`src/rtl/start_requester_if.sv`:
```
// Handshake/data bundle between the start_requester (master) and its user/datapath side (slave).
interface start_requester_if #(
    parameter int DATA_W = 8,
    parameter int CNT_W  = 8
);
    logic              req;
    logic [DATA_W-1:0] op_a;
    logic [DATA_W-1:0] data_in;
    logic              fin;
    logic              xs;
    logic [DATA_W-1:0] oper;
    logic [DATA_W-1:0] result;
    logic              valid;
    logic              busy;
    logic              timeout;
    logic [CNT_W-1:0]  jobs;

    modport master (
        input  req, op_a, data_in, fin,
        output xs, oper, result, valid, busy, timeout, jobs
    );

    modport slave (
        output req, op_a, data_in, fin,
        input  xs, oper, result, valid, busy, timeout, jobs
    );
endinterface

```
`src/rtl/start_requester.sv`:
```
// Initiator side of the xs/fin start-done handshake with result capture and WAIT timeout.
// Optional START_REQ_PENDING_EN: remembers one request edge seen while busy and launches it from IDLE.
module start_requester #(
    parameter int DATA_W         = 8,
    parameter int CNT_W          = 8,
    parameter int TIMEOUT_CYCLES = 1000
) (
    input logic               clk,
    input logic               reset,
    start_requester_if.master bus
);

    typedef enum logic [2:0] {
        IDLE    = 3'd0,
        LAUNCH  = 3'd1,
        WAIT    = 3'd2,
        CAPTURE = 3'd3,
        RELEASE = 3'd4
    } state_t;

    localparam int CW = (TIMEOUT_CYCLES > 2) ? $clog2(TIMEOUT_CYCLES) : 1;
    localparam logic [CW-1:0] LAST_CNT = CW'(TIMEOUT_CYCLES - 1);

    state_t            state, next_state;
    logic              req_q;
    logic              req_edge;
    logic              start;
    logic [CW-1:0]     wait_cnt;
    logic [DATA_W-1:0] oper_r;
    logic [DATA_W-1:0] result_r;
    logic [CNT_W-1:0]  jobs_r;
    logic              timeout_r;
    logic              xs_c, valid_c, busy_c;

    assign req_edge = bus.req & ~req_q;

`ifdef START_REQ_PENDING_EN
    logic pending;

    // A single remembered edge; any further edges while busy collapse into it.
    always_ff @(posedge clk or posedge reset) begin
        if (reset)
            pending <= 1'b0;
        else if (state == IDLE)
            pending <= 1'b0;
        else if (req_edge)
            pending <= 1'b1;
    end

    assign start = req_edge | pending;
`else
    assign start = req_edge;
`endif

    always_ff @(posedge clk or posedge reset) begin
        if (reset)
            state <= IDLE;
        else
            state <= next_state;
    end

    always_comb begin
        next_state = state;
        xs_c       = 1'b0;
        valid_c    = 1'b0;
        busy_c     = (state != IDLE);
        case (state)
            IDLE:    if (start) next_state = LAUNCH;
            LAUNCH: begin
                xs_c       = 1'b1;
                next_state = WAIT;
            end
            WAIT: begin
                // fin takes priority over expiry on the final WAIT cycle.
                if (bus.fin)
                    next_state = CAPTURE;
                else if (wait_cnt == LAST_CNT)
                    next_state = RELEASE;
            end
            CAPTURE: begin
                valid_c    = 1'b1;
                next_state = RELEASE;
            end
            RELEASE: if (!bus.fin) next_state = IDLE;
            default: next_state = IDLE;
        endcase
    end

    // req_q resets high so a request held through reset is not seen as a new edge.
    always_ff @(posedge clk or posedge reset) begin
        if (reset) begin
            req_q     <= 1'b1;
            oper_r    <= '0;
            result_r  <= '0;
            jobs_r    <= '0;
            timeout_r <= 1'b0;
            wait_cnt  <= '0;
        end else begin
            req_q <= bus.req;
            case (state)
                IDLE: begin
                    if (start) begin
                        oper_r    <= bus.op_a;
                        timeout_r <= 1'b0;
                    end
                end
                LAUNCH: wait_cnt <= '0;
                WAIT: begin
                    if (bus.fin) begin
                        result_r <= bus.data_in;
                        jobs_r   <= jobs_r + 1'b1;
                    end else if (wait_cnt == LAST_CNT) begin
                        timeout_r <= 1'b1;
                    end else begin
                        wait_cnt <= wait_cnt + 1'b1;
                    end
                end
                default: ;
            endcase
        end
    end

    assign bus.xs      = xs_c;
    assign bus.valid   = valid_c;
    assign bus.busy    = busy_c;
    assign bus.oper    = oper_r;
    assign bus.result  = result_r;
    assign bus.jobs    = jobs_r;
    assign bus.timeout = timeout_r;

endmodule

```
`src/flat_wrapper.sv`:
```
// flat-port wrapper written by rule: the top's interface ports become plain ports
module start_requester_flat 
#(
    parameter int DATA_W         = 8,
    parameter int CNT_W          = 8,
    parameter int TIMEOUT_CYCLES = 1000
)
  (clk, reset, bus_req, bus_op_a, bus_data_in, bus_fin, bus_xs, bus_oper, bus_result, bus_valid, bus_busy, bus_timeout, bus_jobs);
  start_requester_if #(.DATA_W(DATA_W), .CNT_W(CNT_W)) bus_i ();
  input logic clk;
  input logic reset;
  input wire logic [$bits(bus_i.req)-1:0] bus_req;
  input wire logic [$bits(bus_i.op_a)-1:0] bus_op_a;
  input wire logic [$bits(bus_i.data_in)-1:0] bus_data_in;
  input wire logic [$bits(bus_i.fin)-1:0] bus_fin;
  output wire logic [$bits(bus_i.xs)-1:0] bus_xs;
  output wire logic [$bits(bus_i.oper)-1:0] bus_oper;
  output wire logic [$bits(bus_i.result)-1:0] bus_result;
  output wire logic [$bits(bus_i.valid)-1:0] bus_valid;
  output wire logic [$bits(bus_i.busy)-1:0] bus_busy;
  output wire logic [$bits(bus_i.timeout)-1:0] bus_timeout;
  output wire logic [$bits(bus_i.jobs)-1:0] bus_jobs;
  assign bus_i.req = bus_req;
  assign bus_i.op_a = bus_op_a;
  assign bus_i.data_in = bus_data_in;
  assign bus_i.fin = bus_fin;
  assign bus_xs = bus_i.xs;
  assign bus_oper = bus_i.oper;
  assign bus_result = bus_i.result;
  assign bus_valid = bus_i.valid;
  assign bus_busy = bus_i.busy;
  assign bus_timeout = bus_i.timeout;
  assign bus_jobs = bus_i.jobs;
  start_requester #(.DATA_W(DATA_W), .CNT_W(CNT_W), .TIMEOUT_CYCLES(TIMEOUT_CYCLES)) u_core (.clk(clk), .reset(reset), .bus(bus_i));
endmodule
```
`config.mk`:
```
export PLATFORM = sky130hd
export DESIGN_NAME = start_requester_flat
export DESIGN_NICKNAME = d
export VERILOG_FILES = /design/src/rtl/start_requester_if.sv /design/src/rtl/start_requester.sv /design/src/flat_wrapper.sv
export SDC_FILE = /design/constraint.sdc
export NUM_CORES = 1
export LEC_CHECK = 0
export ABC_AREA = 1
export BUFFER_PORTS_ARGS = -buffer_cell sky130_fd_sc_hd__clkbuf_2
export CAP_MARGIN = 25
export CORE_UTILIZATION = 45
export CTS_BUF_LIST = sky130_fd_sc_hd__clkbuf_8
export DETAILED_ROUTE_END_ITERATION = 8
export HOLD_SLACK_MARGIN = 0.12
export PLACE_DENSITY = 0.7
export SYNTH_ARGS = -nofsm -noshare
export SYNTH_HDL_FRONTEND = slang
export SYNTH_SLANG_ARGS = --single-unit
```
`constraint.sdc`:
```
create_clock -name clk -period 2.55 [get_ports clk]
set_input_delay 0.3825 -clock clk [delete_from_list [all_inputs] [get_ports clk]]
set_output_delay 0.3825 -clock clk [all_outputs]
set_load 0.03 [all_outputs]
```
# [Word-level counts from Yosys, hierarchy flattened]
# Cells that the tools add are included.
[word_totals] ff_bits=39 latch_bits=0 ramBits=0 rom_bits=0 inputBits=20 out_inout_bits=28 elab_cells=45 memories=0
[op_classes] addsub=2 multipliers=0 div_mod_pow=0 n_lt_le_gt_ge=0 n_eq_ne=11 shift=0 mux=14 bitwise=2 reduce_logical=9
[ops] cell="10-bit two-way mux" count=2
[ops] cell="10-bit one-hot mux with 2 select lines" count=1
[ops] cell="3-bit one-hot mux with 5 select lines" count=1
[ops] cell="3-bit two-way mux" count=4
[ops] cell="10-bit by 1-bit adder with 10-bit output (second input constant)" count=1
[ops] cell="10-bit == test (second input constant)" count=1
[ops] cell="8-bit by 1-bit adder with 8-bit output (second input constant)" count=1
[ops] cell="3-bit by 2-bit == test with 1-bit output (second input constant)" count=2
[ops] cell="2-bit inequality test (second input constant)" count=3
[ops] cell="3-bit AND reduction" count=2
[ops] cell="1-bit two-way mux" count=5
[ops] cell="2-bit by 1-bit inequality test with 1-bit output (second input constant)" count=2
[ops] cell="2-bit AND reduction" count=2
[ops] cell="4-bit AND reduction" count=1
[ops] cell="2-bit nonzero test" count=2
[ops] cell="3-bit by 1-bit == test with 1-bit output (second input constant)" count=1
[ops] cell="3-bit == test (second input constant)" count=1
[ops] cell="3-bit zero test" count=1
[ops] cell="3-bit by 2-bit inequality test with 1-bit output (second input constant)" count=1
[ops] cell="3-bit nonzero test" count=1
[ops] cell="1-bit one-hot mux with 2 select lines" count=1
[ops] cell="1-bit AND" count=1
[ops] cell="1-bit inverter" count=1

# [Longest topological paths before layout]
[depth] depth_word=4 ltp_mapped=8 depth_no_buf=8

# [Worst setup path before layout]
# No wires, ideal clock.
[synth_timing] kind="register to register" startpoint="register u_core.state[2]" endpoint="register u_core.wait_cnt[6]" setup_time_ns=0.126 arrival_time_ns=1.625 required_time_ns=2.424 setup_slack_ns=0.799 stages_incl_launch_ff=6 n_path_buf=1 period_less_slack_ns=1.751 cell_sequence="dfrtp_1 nor3_1 a21oi_2 buf_6 nand2_1 o21ai_0"
[synth_between] elab_chain_cells=3 elab_cells_between_ends=7 cone_classes="eq/ne: 4; mux: 1; reduce/logical: 2"
[synth_rtl] item="from (decl)" line_no="start_requester.sv:24" source="state_t state, next_state;"
[synth_rtl] item="from (signal assigned)" line_no="start_requester.sv:59" source="state <= next_state;"
[synth_rtl] item="3-bit by 2-bit == test with 1-bit output or 3-bit by 1-bit == test with 1-bit output (tied branches)" line_no="start_requester.sv:100" source="case (state)"
[synth_rtl] item="2-bit inequality test (no source line) or 2-bit nonzero test (tied branches)"
[synth_rtl] item="3-bit AND reduction (no source line)"
[synth_rtl] item="to (signal assigned)" line_no="start_requester.sv:115" source="wait_cnt <= wait_cnt + 1'b1;"
[synth_rtl] item="to (decl)" line_no="start_requester.sv:28" source="logic [CW-1:0] wait_cnt;"
# Parallel ways exist; a longest one is shown, timed or not.
# A chain may end at the register's enable or synchronous reset.

# [Worst setup path in the final report]
[layout_timing] startpoint="register u_core.state[1]" endpoint="output bus_xs"
[layout_between] elab_chain_cells=2
[layout_rtl] item="3-bit by 1-bit == test with 1-bit output" line_no="start_requester.sv:67" source="case (state)"
[layout_rtl] item="1-bit two-way mux" line_no="start_requester.sv:67"
[layout_rtl] item="to (decl)" line_no="flat_wrapper.sv:16" source="output wire logic [$bits(bus_i.xs)-1:0] bus_xs;"
# No other way between the ends.

==> impl_metrics.csv <==
group,metric,value,unit
drt,route.vias.total,1514,
layout,areaGrowthSynthToFinish,20.6,%
worst_setup_path,start_kind,"flop",
clock_network,cts_resized,0,
synth,synth_edf_count,0,
layout,nFillCells,370,
clock_network,cts.sinks,39,
synth,synth_fa_ha_area_share,1.35,%
job,maxCapViolCount,0,
sta,fin_setup_tns,0,ps
sta,max_freq,540,MHz
worst_setup_path,endpoint_kind,"output pin",
power_and_ir_drop,intPower,1.34,mW
global_route,antenna_found_initial,0,
global_route,grt_pass1_vias,1330,
synth,muxShareOfSynthArea,0,%
die,coreArea,3800,sq um
sta,slew_viol_final,0,
synth,synth_seq_cells,39,
sta,maxSlewHeadroom,65.1,%
power_and_ir_drop,p_per_area,1110,nW/um^2
global_route,grt_overflow_total,0,
place,numPlacedInstances,317,
layout,diodes,0,
sta,layout_min_cycle_time,1850,ps
outcome,outcome,"complete, no violations",
clock_network,clkTransAtPathRegs,80,ps
layout,fin_nets,298,
die,placementRows,22,
synth,synthCells,224,
drt,drtAntennaViolNets,0,
min_path,hp-class,"in2async",
power_and_ir_drop,pwr-share-clk,18.6,%
global_route,track_usage,18.0,%
power_and_ir_drop,power.total,2.48,mW
place,gp_congestion,0.846,
power_and_ir_drop,ir_drop,0.808,mV
synth,synth.distinct_cells,27,
worst_setup_path,cp_slowest_cell,"nor3_1",
place,dp_hpwl,2490,microns
clock_network,cts_tree,"yes",
synth,synth_xor_area_share,3.77,%
die,io_pins,48,
synth,synthesis.nets,246,
synth,synth_top_area_share,51.2,%
layout,drive_gt1_share,25.3,%
worst_setup_path,cp.arrival,1470,ps
synth,netlist_area,1860,sq um
clock_network,clock_latency,290,ps
worst_setup_path,crit_chain,"nor3_1 -> clkbuf_2",
clock_network,cts.htree.levels,2,
sta,worstMarginPinSlew,519,ps
synth,seq_area_frac_synth,52.6,%
synth,synthArstFlopShare,100,%
synth,synth-simple-area-share,31.9,%
clock_network,numCtsBuffers,5,
clock_network,cts_hold_buf,0,
worst_setup_path,max_stage_delay,470,ps
power_and_ir_drop,switching_share,45.8,%
worst_setup_path,path_class,"reg2out",
place,post-place-ws,886,ps
sta,rsz0062_at_grt,"false",
sta,finalClockSkew,4.07,ps
die,dieArea,4390,sq um
power_and_ir_drop,p_seq_share,38.5,%
worst_setup_path,reg2reg_to,"u_core.wait_cnt[9]",
synth,synthTopCellsByArea,"dfrtp_1 51%, nand2_1 18%, inv_1 4.4%, nand3_1 4.0%, xor2_1 2.8%",
synth,synth_commonest_cells,"89 x nand2_1, 38 x dfrtp_1, 22 x inv_1, 15 x nand3_1, 13 x nor2_1",
synth,synth_compound_area_share,4.24,%
layout,fin_cells,325,
global_route,grt_pass1_wl,5840,microns
worst_setup_path,ff2ff_setup_slack,860,ps
sta,fin_crit_sh,72.6,%
sta,setup_viol,0,
place,io_buffers,47,
synth,avgSynthCellArea,8.29,sq um
drt,wl_per_cell,10.6,microns
die,die_height,66.3,microns
synth,ys.flop_type,"dfrtp_1",
die,fp.dieW,66.3,microns
power_and_ir_drop,cellLeakagePower,1.24,nW
worst_setup_path,reg2reg_from,"u_core.wait_cnt[0]",
synth,synth_top_family_by_area,"simple AND/OR/NAND/NOR gates",
sta,layout_setup_ws,698,ps
drt,wl,3430,microns
sta,hold_violations,0,
worst_setup_path,required,2170,ps
worst_setup_path,crit_path_max_fanout,3,
worst_setup_path,rr_worst_depth,6,
drt,drc,0,
synth,synth_top_area_cell,"dfrtp_1",
power_and_ir_drop,pwr-share-comb,42.9,%
die,start_util,48.9,%
synth,yosysMostFrequentCell,"nand2_1",
drt,drt_iter0_drc,85,
drt,firstDrtPassIters,4,
synth,synth_warnings,0,
clock_network,clock_path_buffers,2,
global_route,grt_max_degree,40,
power_and_ir_drop,netSwitchingPower,1.14,mW
drt,avgViaCountPerCell,4.66,
clock_network,cts_root_buf,"clkbuf_8",
clock_network,cts_setup_buffers,0,
-- cells in the final DEF, fill, tap and decap left out --
cell type   synthesis  layout
dfrtp_1            38      38
inv_2               2       2
a21oi_1             4       4
nand3_2             1       1
o21ai_2             1       1
nand2_2             2       2
o21ai_0             5       5
nor2_4              2       2
nor2_1             13      13
xor2_1              6       6
ha_1                2       2
nor3_1              2       2
nor2_2              2       2
nand4_1             7       7
a21o_2              1       1
nor3b_1             1       1
nor3_4              1       1
nand2_1            89      89
clkbuf_2            0      47
nand3_1            15      15
xnor2_1             2       2
clkbuf_8            0       7
clkinvlp_4          0       1
o211ai_1            1       1
dfstp_2             1       1
a21oi_2             1       1
inv_1              22      22
buf_4               1       1
-- routing by layer --
layer,vias up,wire length [microns],track usage [%]
met3,4,168,4.66
met4,0,38,8.78
met2,39,1500,26.4
met5,-,0,0
li1,805,-,-
met1,666,1730,24.5
-- area by class of cell --
cell class,instances,area [sq um],share of cell area (%)
sequential,39,977,43.6
tap,48,60.1,2.68
clock buffer,7,96.3,4.30
inverter,24,90.1,4.02
multi-input combinational,158,767,34.2
clock inverter,1,7.51,0.335
timing repair buffer,48,243,10.8
-- sequential cells by signal, indices dropped and copies added, names as in the netlist --
signal              flops
u_core.state            3
u_core.bus.oper         8
u_core.bus.result       8
u_core.req_q            1
u_core.bus.jobs         8
u_core.bus.timeout      1
u_core.wait_cnt        10
-- power by group through the flow --
stage	Sequential, mW	Clock [mW]	Combinational, mW
after floorplan	1.25	0	0.515
after global placement	0.960	0	1.07
after detailed placement	0.965	0	1.08
after CTS	0.956	0.474	1.08
after global routing	0.981	0.498	1.18
final	0.954	0.462	1.06
-- worst max-delay path: cells and delay by family, from the launching register on --
family | cells | cell delay (ps)
flops | 1 | 410
simple gates | 1 | 470
buf+inv | 1 | 300
-- cell families (layout without fill, tap and decap cells) --
group                    Yosys count  after routing
AO/OA/AOI/OAI                     13             13
XOR/XNOR                           8              8
adder cells (fa/ha/maj)            2              2
buffers and inverters             27             80
flip-flops                        39             39
AND/OR/NAND/NOR                  135            135
-- worst max-delay path by stage --
stage,startpoint,to,cells past startpoint
after floorplan,u_core.state[2],u_core.wait_cnt[6],5
after global placement,u_core.wait_cnt[0],u_core.wait_cnt[9],6
after global routing,u_core.state[1],bus_xs,2
final,u_core.state[1],bus_xs,2
after CTS,u_core.state[1],bus_xs,2
after detailed placement,u_core.wait_cnt[0],u_core.wait_cnt[9],6
-- stage by stage --
stage                     cell area, sq um  hold slack, ps  util (%)
final                                 2240             164      59.0
after global routing                  2240             171      59.0
after CTS                             2240             168      59.0
after detailed placement              2140             458      56.3
after global placement                2140             455      56.3
after floorplan                       1860             387         -
No activity file was read; power rests on OpenSTA's default activity.
